File: config.mk
export PLATFORM = sky130hd
export DESIGN_NAME = nibble_serial_subtractor
export DESIGN_NICKNAME = d
export VERILOG_FILES = /design/src/rtl/nibble_serial_subtractor_pkg.sv /design/src/rtl/nibble_serial_subtractor_cla4_slice.sv /design/src/rtl/nibble_serial_subtractor.sv
export SDC_FILE = /design/constraint.sdc
export NUM_CORES = 1
export LEC_CHECK = 0
export CAP_MARGIN = 20
export CORE_UTILIZATION = 55
export DETAILED_ROUTE_END_ITERATION = 8
export PLACE_DENSITY_LB_ADDON = 0.12
export SKIP_CTS_REPAIR_TIMING = 1
export SLEW_MARGIN = 20
export SYNTH_ARGS = -nofsm -noshare
export SYNTH_HDL_FRONTEND = slang
export SYNTH_SLANG_ARGS = --single-unit
File: constraint.sdc
create_clock -name clk -period 7.6 [get_ports clk]
set_input_delay 1.14 -clock clk [delete_from_list [all_inputs] [get_ports clk]]
set_output_delay 1.14 -clock clk [all_outputs]
set_load 0.1 [all_outputs]
File: src/rtl/nibble_serial_subtractor_pkg.sv
// Shared definitions for the nibble-serial subtractor: FSM state encoding
// and the slice width.
package nibble_serial_subtractor_pkg;

  localparam int NIBBLE_W = 4;

  typedef enum logic [1:0] {
    IDLE = 2'd0,
    CALC = 2'd1,
    DONE = 2'd2
  } state_t;

endpackage

File: src/rtl/nibble_serial_subtractor_cla4_slice.sv
// Purely combinational 4-bit carry look-ahead adder. The subtractor reuses
// it by feeding an inverted subtrahend nibble.
module cla4_slice
  import nibble_serial_subtractor_pkg::*;
(
  input  logic [NIBBLE_W-1:0] x,
  input  logic [NIBBLE_W-1:0] y,
  input  logic                cin,
  output logic [NIBBLE_W-1:0] s,
  output logic                cout
);

  logic [NIBBLE_W-1:0] g;
  logic [NIBBLE_W-1:0] p;
  logic [NIBBLE_W:0]   c;

  assign g = x & y;
  assign p = x ^ y;

  // Every carry is a flat sum-of-products of g/p/cin, so no carry ripples.
  assign c[0] = cin;
  assign c[1] = g[0] | (p[0] & cin);
  assign c[2] = g[1] | (p[1] & g[0]) | (p[1] & p[0] & cin);
  assign c[3] = g[2] | (p[2] & g[1]) | (p[2] & p[1] & g[0])
              | (p[2] & p[1] & p[0] & cin);
  assign c[4] = g[3] | (p[3] & g[2]) | (p[3] & p[2] & g[1])
              | (p[3] & p[2] & p[1] & g[0])
              | (p[3] & p[2] & p[1] & p[0] & cin);

  assign s    = p ^ c[NIBBLE_W-1:0];
  assign cout = c[NIBBLE_W];

endmodule

File: src/rtl/nibble_serial_subtractor.sv
// Multi-cycle subtractor: diff = a - b computed one nibble per clock through
// a single CLA slice, with the borrow (as an inverted carry) chained between steps.
module nibble_serial_subtractor
  import nibble_serial_subtractor_pkg::*;
#(
  parameter int WIDTH = 16
) (
  input  logic             clk,
  input  logic             rst_n,
  input  logic             in_valid,
  output logic             in_ready,
  input  logic [WIDTH-1:0] a,
  input  logic [WIDTH-1:0] b,
  output logic             out_valid,
  input  logic             out_ready,
  output logic [WIDTH-1:0] diff,
  output logic             borrow,
  output logic             ovf,
  output logic             zero
);

  localparam int NIB   = WIDTH / NIBBLE_W;
  localparam int CNT_W = (NIB > 1) ? $clog2(NIB) : 1;
  localparam logic [CNT_W-1:0] LAST = CNT_W'(NIB - 1);

  state_t           state, state_nxt;
  logic [WIDTH-1:0] a_q, b_q, diff_q, diff_nxt;
  logic [CNT_W-1:0] cnt;
  logic             carry;
  logic             borrow_q, ovf_q, zero_q;

  logic [NIBBLE_W-1:0] a_nib, b_nib, sum_nib;
  logic                cout;
  logic                accept, last_step;

  assign accept    = (state == IDLE) && in_valid;
  assign last_step = (state == CALC) && (cnt == LAST);

  assign a_nib = a_q[cnt*NIBBLE_W +: NIBBLE_W];
  assign b_nib = b_q[cnt*NIBBLE_W +: NIBBLE_W];

  cla4_slice u_slice (
    .x    (a_nib),
    .y    (~b_nib),
    .cin  (carry),
    .s    (sum_nib),
    .cout (cout)
  );

  // The final flags need the full result including the nibble written this cycle.
  always_comb begin
    diff_nxt = diff_q;
    diff_nxt[cnt*NIBBLE_W +: NIBBLE_W] = sum_nib;
  end

  // NOTE: sequential state uses non-blocking assignments so every register
  // samples pre-edge values regardless of statement order.
  always_ff @(posedge clk) begin
    if (!rst_n) state <= IDLE;
    else        state <= state_nxt;
  end

  // NOTE: assigning a default before the case keeps unlisted paths from
  // inferring a latch.
  always_comb begin
    state_nxt = state;
    case (state)
      IDLE:    if (in_valid)  state_nxt = CALC;
      CALC:    if (last_step) state_nxt = DONE;
      DONE:    if (out_ready) state_nxt = IDLE;
      default: state_nxt = IDLE;
    endcase
  end

  always_comb begin
    in_ready  = 1'b0;
    out_valid = 1'b0;
    case (state)
      IDLE:    in_ready  = 1'b1;
      DONE:    out_valid = 1'b1;
      default: ;
    endcase
  end

  always_ff @(posedge clk) begin
    if (!rst_n) begin
      a_q      <= '0;
      b_q      <= '0;
      diff_q   <= '0;
      cnt      <= '0;
      carry    <= 1'b1;
      borrow_q <= 1'b0;
      ovf_q    <= 1'b0;
      zero_q   <= 1'b0;
    end else if (accept) begin
      a_q   <= a;
      b_q   <= b;
      cnt   <= '0;
      carry <= 1'b1;
    end else if (state == CALC) begin
      diff_q <= diff_nxt;
      carry  <= cout;
      cnt    <= cnt + 1'b1;
      if (last_step) begin
        borrow_q <= ~cout;
        ovf_q    <= (a_q[WIDTH-1] != b_q[WIDTH-1]) && (diff_nxt[WIDTH-1] != a_q[WIDTH-1]);
        zero_q   <= (diff_nxt == '0);
      end
    end
  end

  assign diff   = diff_q;
  assign borrow = borrow_q;
  assign ovf    = ovf_q;
  assign zero   = zero_q;

endmodule

==> impl_metrics.env, run 1 <==
export IMPL_drcViolationCount=0
export IMPL_pre_cts_ws_ns=4.54
export IMPL_timing_critical_path_to_type="output pin"
export IMPL_ioPinCount=57
export IMPL_cp_data_required_time_ns=6.46
export IMPL_worstSkewPairLatency_ns=0.31
export IMPL_synth_top_area_cell="dfxtp_1"
export IMPL_critPathArrivalTime_ns=2.07
export IMPL_area_delta_synth_final_pct=25.1
export IMPL_min_delay_start="a_q[2]"
export IMPL_n_fill_cell=386
export IMPL_cp_max_fo=4
export IMPL_layout_setup_ws_ns=4.39
export IMPL_clock_skew_ns=0.00772
export IMPL_pwr_share_clk_pct=27.0
export IMPL_avgSynthCellArea_um2=9.05
export IMPL_period_minus_slack_ns=3.21
export IMPL_holdWs_ns=0.471
export IMPL_synth_edf_count=0
export IMPL_htree_num_levels=2
export IMPL_synth_top_area_share_pct=41.7
export IMPL_internal_power_mw=0.438
export IMPL_power_leakage_nw=1.22
export IMPL_viasPerCell=5.30
export IMPL_netlist_area_um2=2690
export IMPL_wl_mm=5.50
export IMPL_yosysMostFrequentCell="nand2_1"
export IMPL_cts_buffer_depth=2
export IMPL_routabilityCongestion=0.911
export IMPL_top_layer="met4"
export IMPL_die_y_um=71.9
export IMPL_timing_worst_setup_path_type="reg -> out"
export IMPL_hold_class="reg -> reg"
export IMPL_fin_nets=392
export IMPL_swShare_pct=29.1
export IMPL_port_buffers=56
export IMPL_wl_per_cell_um=13.4
export IMPL_via_count=2185
export IMPL_synth_distinct_cells=39
export IMPL_cp_startpoint="state[0]"
export IMPL_synth_area_mux_share_pct=7.07
export IMPL_postPlaceCellArea_um2=3270
export IMPL_ant_nets=0
export IMPL_ir_drop_v=0.000104
export IMPL_fin_crit_sh_pct=42.2
export IMPL_max_slew_margin_pct=29.7
export IMPL_drt_iter0_drc=95
export IMPL_grt_pass1_vias=2068
export IMPL_dr_wl_met2_mm=2.72
export IMPL_coreArea_um2=4720
export IMPL_setup_tns_final_ns=0
export IMPL_yosys_area_share_adder_pct=5.86
export IMPL_first_pass_iters=6
export IMPL_initial_core_util_pct=56.9
export IMPL_finalSetupViolCount=0
export IMPL_dp_hpwl_mm=3.99
export IMPL_synth_async_reset_ratio_pct=0
export IMPL_max_clock_freq_mhz=312
export IMPL_hold_violations=0
export IMPL_clkTransAtPathRegs_ns=0.10
export IMPL_cts_sinks=56
export IMPL_worstMarginPinSlew_ns=1.05
export IMPL_seqCellArea_um2=1120
export IMPL_synth_common_cells="nand2_1, dfxtp_1, a21boi_0, nor2b_1"
export IMPL_grt_usage_pct=23.1
export IMPL_yosysSeqAreaShare_pct=41.7
export IMPL_cts_tree="done"
export IMPL_syn_nets=345
export IMPL_ys_warn_count=0
export IMPL_grt_remaining_overflow=0
export IMPL_rows=25
export IMPL_p_per_area_nw_per_um2=184
export IMPL_dr_wl_met3_um=186
export IMPL_yosys_area_share_simple_pct=21.3
export IMPL_synth_seq_cells=56
export IMPL_seq_power_share_pct=51.5
export IMPL_p_sw_mw=0.180
export IMPL_start_kind="flop"
export IMPL_reg2reg_from="cnt[0]"
export IMPL_rsz0062_at_grt="no"
export IMPL_synth_top_family_by_area="simple AND/OR/NAND/NOR gates"
export IMPL_total_power_mw=0.618
export IMPL_synth_area_top_cells="dfxtp_1, nand2_1, a21boi_0, mux4_2, ha_1"
export IMPL_cts_buffers=5
export IMPL_synth_xor_area_share_pct=1.58
export IMPL_ys_flop_type="dfxtp_1"
export IMPL_status="complete, no violations"
export IMPL_drv_cap=0
export IMPL_syn_inst=297
export IMPL_synth_compound_area_share_pct=18.3
export IMPL_die_w_um=71.9
export IMPL_drt_met1_wl_mm=2.51
export IMPL_grt_first_pass_wirelength_mm=9.36
export IMPL_drive_above_1_share_pct=6.09
export IMPL_grt_max_degree=57
export IMPL_drv_slew=0
export IMPL_combPwrFrac_pct=21.5
export IMPL_finalInstanceArea_um2=3360
export IMPL_die_area_um2=5170
export IMPL_cts_root_buf="clkbuf_8"
export IMPL_multi_input_area_um2=1460
export IMPL_antenna_found_initial=0
export IMPL_antennaDiodeCount=0
==> path summary, 6_finish.rpt <==
kind | to | slack, ns | cells past startpoint
min | a_q[2] | 0.47 | 2
min reg2reg | a_q[2] | 0.47 | 2
max | in_ready | 4.39 | 2
max reg2reg | zero | 4.56 | 7
==> power by group through the flow <==
stage	combinational, mW	sequential (mW)	clock, mW
3_3_place_gp	0.130	0.325	0
3_5_place_dp	0.133	0.325	0
2_1_floorplan	0.0818	0.334	0
5_1_grt	0.145	0.320	0.181
6_report	0.133	0.318	0.167
4_1_cts	0.133	0.318	0.168
==> layout by cell type, fill, tap and decap left out, drive strengths merged, types with 4 or more instances in the layout <==
cell type	synthesis	final
a32oi	8	8
clkdlybuf4s50	0	56
a22oi	8	8
inv	11	11
a21oi	5	5
dfxtp	56	56
nor4	4	4
a21boi	33	33
ha	11	11
mux4	8	8
clkbuf	11	8
nor2b	20	20
nand2	77	77
nor2	9	9
==> layer usage <==
metal | vias to the layer above | global-route usage (%)
li1 | 1113 | -
met1 | 1012 | 29.0
met2 | 53 | 40.3
met3 | 7 | 2.92
met4 | 0 | 9.59
met5 | - | 0
==> cells by family after synthesis <==
group	Yosys count
xor gates and xnor gates	4
DFF	56
AOI/OAI and AO/OA	66
and+or+nand+nor	122
adders and majority gates	12
buffers and inverters	28
muxes	9
==> worst max-delay path: stages, from the launching register on <==
cell and delay, ns:
dfxtp_1 0.34, nor2_1 0.23, clkdlybuf4s50_1 1.19
==> area by class of cell <==
cell class	instances	share of cell area [%]
multi-input combinational	213	43.4
tap	67	2.49
clock buffer	8	2.68
timing repair buffer	57	16.9
sequential	56	33.3
inverter	11	1.23
==> through the flow <==
stage	instances	utilization, %
after detailed placement	404	69.2
after global placement	404	69.2
after global routing	412	71.2
final	412	71.2
after floorplan	297	-
after CTS	412	71.1
==> flip-flops by register name, summed over array words and instances, names as in the netlist <==
signal	cells
zero	1
carry	1
state	2
diff	16
a_q	16
cnt	2
b_q	16
borrow	1
ovf	1
No activity file was read; power rests on OpenSTA's default activity.
==> run 2: changes to the inputs <==
--- a/config.mk
+++ b/config.mk
@@ -6,7 +6,7 @@
 export NUM_CORES = 1
 export LEC_CHECK = 0
 export CAP_MARGIN = 20
-export CORE_UTILIZATION = 55
+export CORE_UTILIZATION = 51
 export DETAILED_ROUTE_END_ITERATION = 8
 export PLACE_DENSITY_LB_ADDON = 0.12
 export SKIP_CTS_REPAIR_TIMING = 1
==> constraint.sdc (replaced) <==
create_clock -name clk -period 3.3 [get_ports clk]
set_input_delay 0.495 -clock clk [delete_from_list [all_inputs] [get_ports clk]]
set_output_delay 0.495 -clock clk [all_outputs]
set_load 0.1 [all_outputs]
==> impl_metrics.env, run 2 (synthesis gave the netlist of run 1 again) <==
export IMPL_timing_worst_setup_path_type="reg -> reg"
export IMPL_n_fill_cell=461
export IMPL_mostFrequentLayoutCell="nand2_1"
export IMPL_worstSkewPairLatency_ns=0.31
export IMPL_ioPinCount=57
export IMPL_min_delay_start="a_q[11]"
export IMPL_power_leakage_nw=1.24
export IMPL_clock_skew_ns=0.00662
export IMPL_cts_buffer_depth=2
export IMPL_ir_drop_v=0.000278
export IMPL_grt_use_met3_pct=4.55
export IMPL_top_usage_layer="met2"
export IMPL_wl_mm=5.53
export IMPL_dp_hpwl_mm=3.91
export IMPL_grt_usage_pct=21.9
export IMPL_use_met1_pct=29.7
export IMPL_holdWs_ns=0.464
export IMPL_start_kind="flop"
export IMPL_antenna_found_initial=0
export IMPL_crit_chain="mux4_2 -> ha_1 -> a41oi_1 -> o21ai_2 -> xor2_2 -> o31ai_1 -> a32o_1"
export IMPL_finalSetupViolCount=0
export IMPL_routabilityCongestion=0.832
export IMPL_wl_per_cell_um=13.2
export IMPL_placed_cells=411
export IMPL_rsz0062_at_grt="no"
export IMPL_initial_core_util_pct=52.6
export IMPL_hold_class="reg -> reg"
export IMPL_post_route_util_pct=66.4
export IMPL_min_to="a_q[11]"
export IMPL_via_count=2246
export IMPL_period_minus_slack_ns=2.74
export IMPL_grt_pass1_vias=2010
export IMPL_layout_setup_ws_ns=0.556
export IMPL_timing_critical_path_to_type="flop"
export IMPL_drv_cap=0
export IMPL_setup_tns_final_ns=0
export IMPL_die_w_um=74.6
export IMPL_postPlaceCellArea_um2=3300
export IMPL_total_power_mw=1.43
export IMPL_area_delta_synth_final_pct=26.2
export IMPL_die_y_um=74.6
export IMPL_cts_buffers=5
export IMPL_worstMarginPinSlew_ns=0.966
export IMPL_antennaDiodeCount=0
export IMPL_first_pass_iters=5
export IMPL_finalInstanceArea_um2=3390
export IMPL_drv_slew=0
export IMPL_cts_root_buf="clkbuf_8"
export IMPL_clkTransAtPathRegs_ns=0.09
export IMPL_regToRegEndpoint="zero"
export IMPL_viasPerCell=5.36
export IMPL_fin_nets=396
export IMPL_coreArea_um2=5110
export IMPL_cp_max_fo=9
export IMPL_critPathArrivalTime_ns=2.95
export IMPL_reg2reg_slack_ns=0.56
export IMPL_port_buffers=56
export IMPL_pre_cts_ws_ns=0.565
export IMPL_rows=26
export IMPL_layout_cells_non_filler=419
export IMPL_grt_first_pass_wirelength_mm=9.18
export IMPL_grt_max_degree=56
export IMPL_cts_tree="done"
export IMPL_drcViolationCount=0
export IMPL_grt_remaining_overflow=0
export IMPL_p_per_area_nw_per_um2=421
export IMPL_drive_above_1_share_pct=7.45
export IMPL_ant_nets=0
export IMPL_cts_sinks=56
export IMPL_fin_crit_sh_pct=83.1
export IMPL_htree_num_levels=2
export IMPL_max_clock_freq_mhz=364
export IMPL_final_cell_mix="nand2_1, dfxtp_1, clkdlybuf4s50_1"
export IMPL_whs_path_depth=2
export IMPL_status="complete, no violations"
export IMPL_reg2reg_depth=7
export IMPL_reg2reg_from="cnt[0]"
export IMPL_cp_slowest_stage_delay_ns=0.64
export IMPL_max_slew_margin_pct=35.4
export IMPL_drt_iter0_drc=123
export IMPL_hold_violations=0
export IMPL_crit_slowest_cell="dfxtp_1"
export IMPL_cp_data_required_time_ns=3.51
export IMPL_die_area_um2=5570
export IMPL_met2_usage_pct=34.0
[run 2: changes by cell type in the layout (fill, tap and decap cells not counted), sizes merged]
cell and delta:
buf +6, clkinvlp +1, clkbuf -1, clkdlybuf4s50 -2
[run 2: layout make-up]
| class | instances | area [um^2] | area share (%) |
|---|---|---|---|
| Inverter | 11 | 41.3 | 1.22 |
| Clock inverter | 1 | 7.51 | 0.221 |
| Tap cell | 70 | 87.6 | 2.58 |
| Timing Repair Buffer | 61 | 593 | 17.5 |
| Sequential cell | 56 | 1120 | 33.1 |
| Clock buffer | 7 | 86.3 | 2.55 |
| Multi-Input combinational cell | 213 | 1460 | 42.9 |
[run 2: report_power, final]
part / switching, mW / internal [mW]
logic: 0.181 / 0.134
registers: 0.0239 / 0.707
clock network: 0.211 / 0.171
total: 0.416 / 1.01
[run 2: worst max path at each step]
stage / from / end / slack [ns] / cells after the start
final: cnt[0] / zero / 0.56 / 7
after global routing: cnt[0] / zero / 0.39 / 7
after CTS: cnt[0] / zero / 0.52 / 7
after detailed placement: cnt[0] / zero / 0.56 / 7
after global placement: cnt[0] / zero / 0.63 / 7
after floorplan: cnt[0] / zero / 0.68 / 8
[run 2: routing by layer]
layer  up-vias  share of wire, %
li1       1123                 -
met1      1052                46
met2        58                48
met3        13               4.2
met4         0               2.2
met5         -                 0
[run 2: worst max-delay path: cells and delay by family (launching register included)]
| kind | cells | cell delay (ns) |
|---|---|---|
| AO/OA/AOI/OAI | 4 | 0.72 |
| flip-flops | 1 | 0.64 |
| multiplexers | 1 | 0.61 |
| adder cells (fa/ha/maj) | 1 | 0.34 |
| XOR/XNOR | 1 | 0.33 |
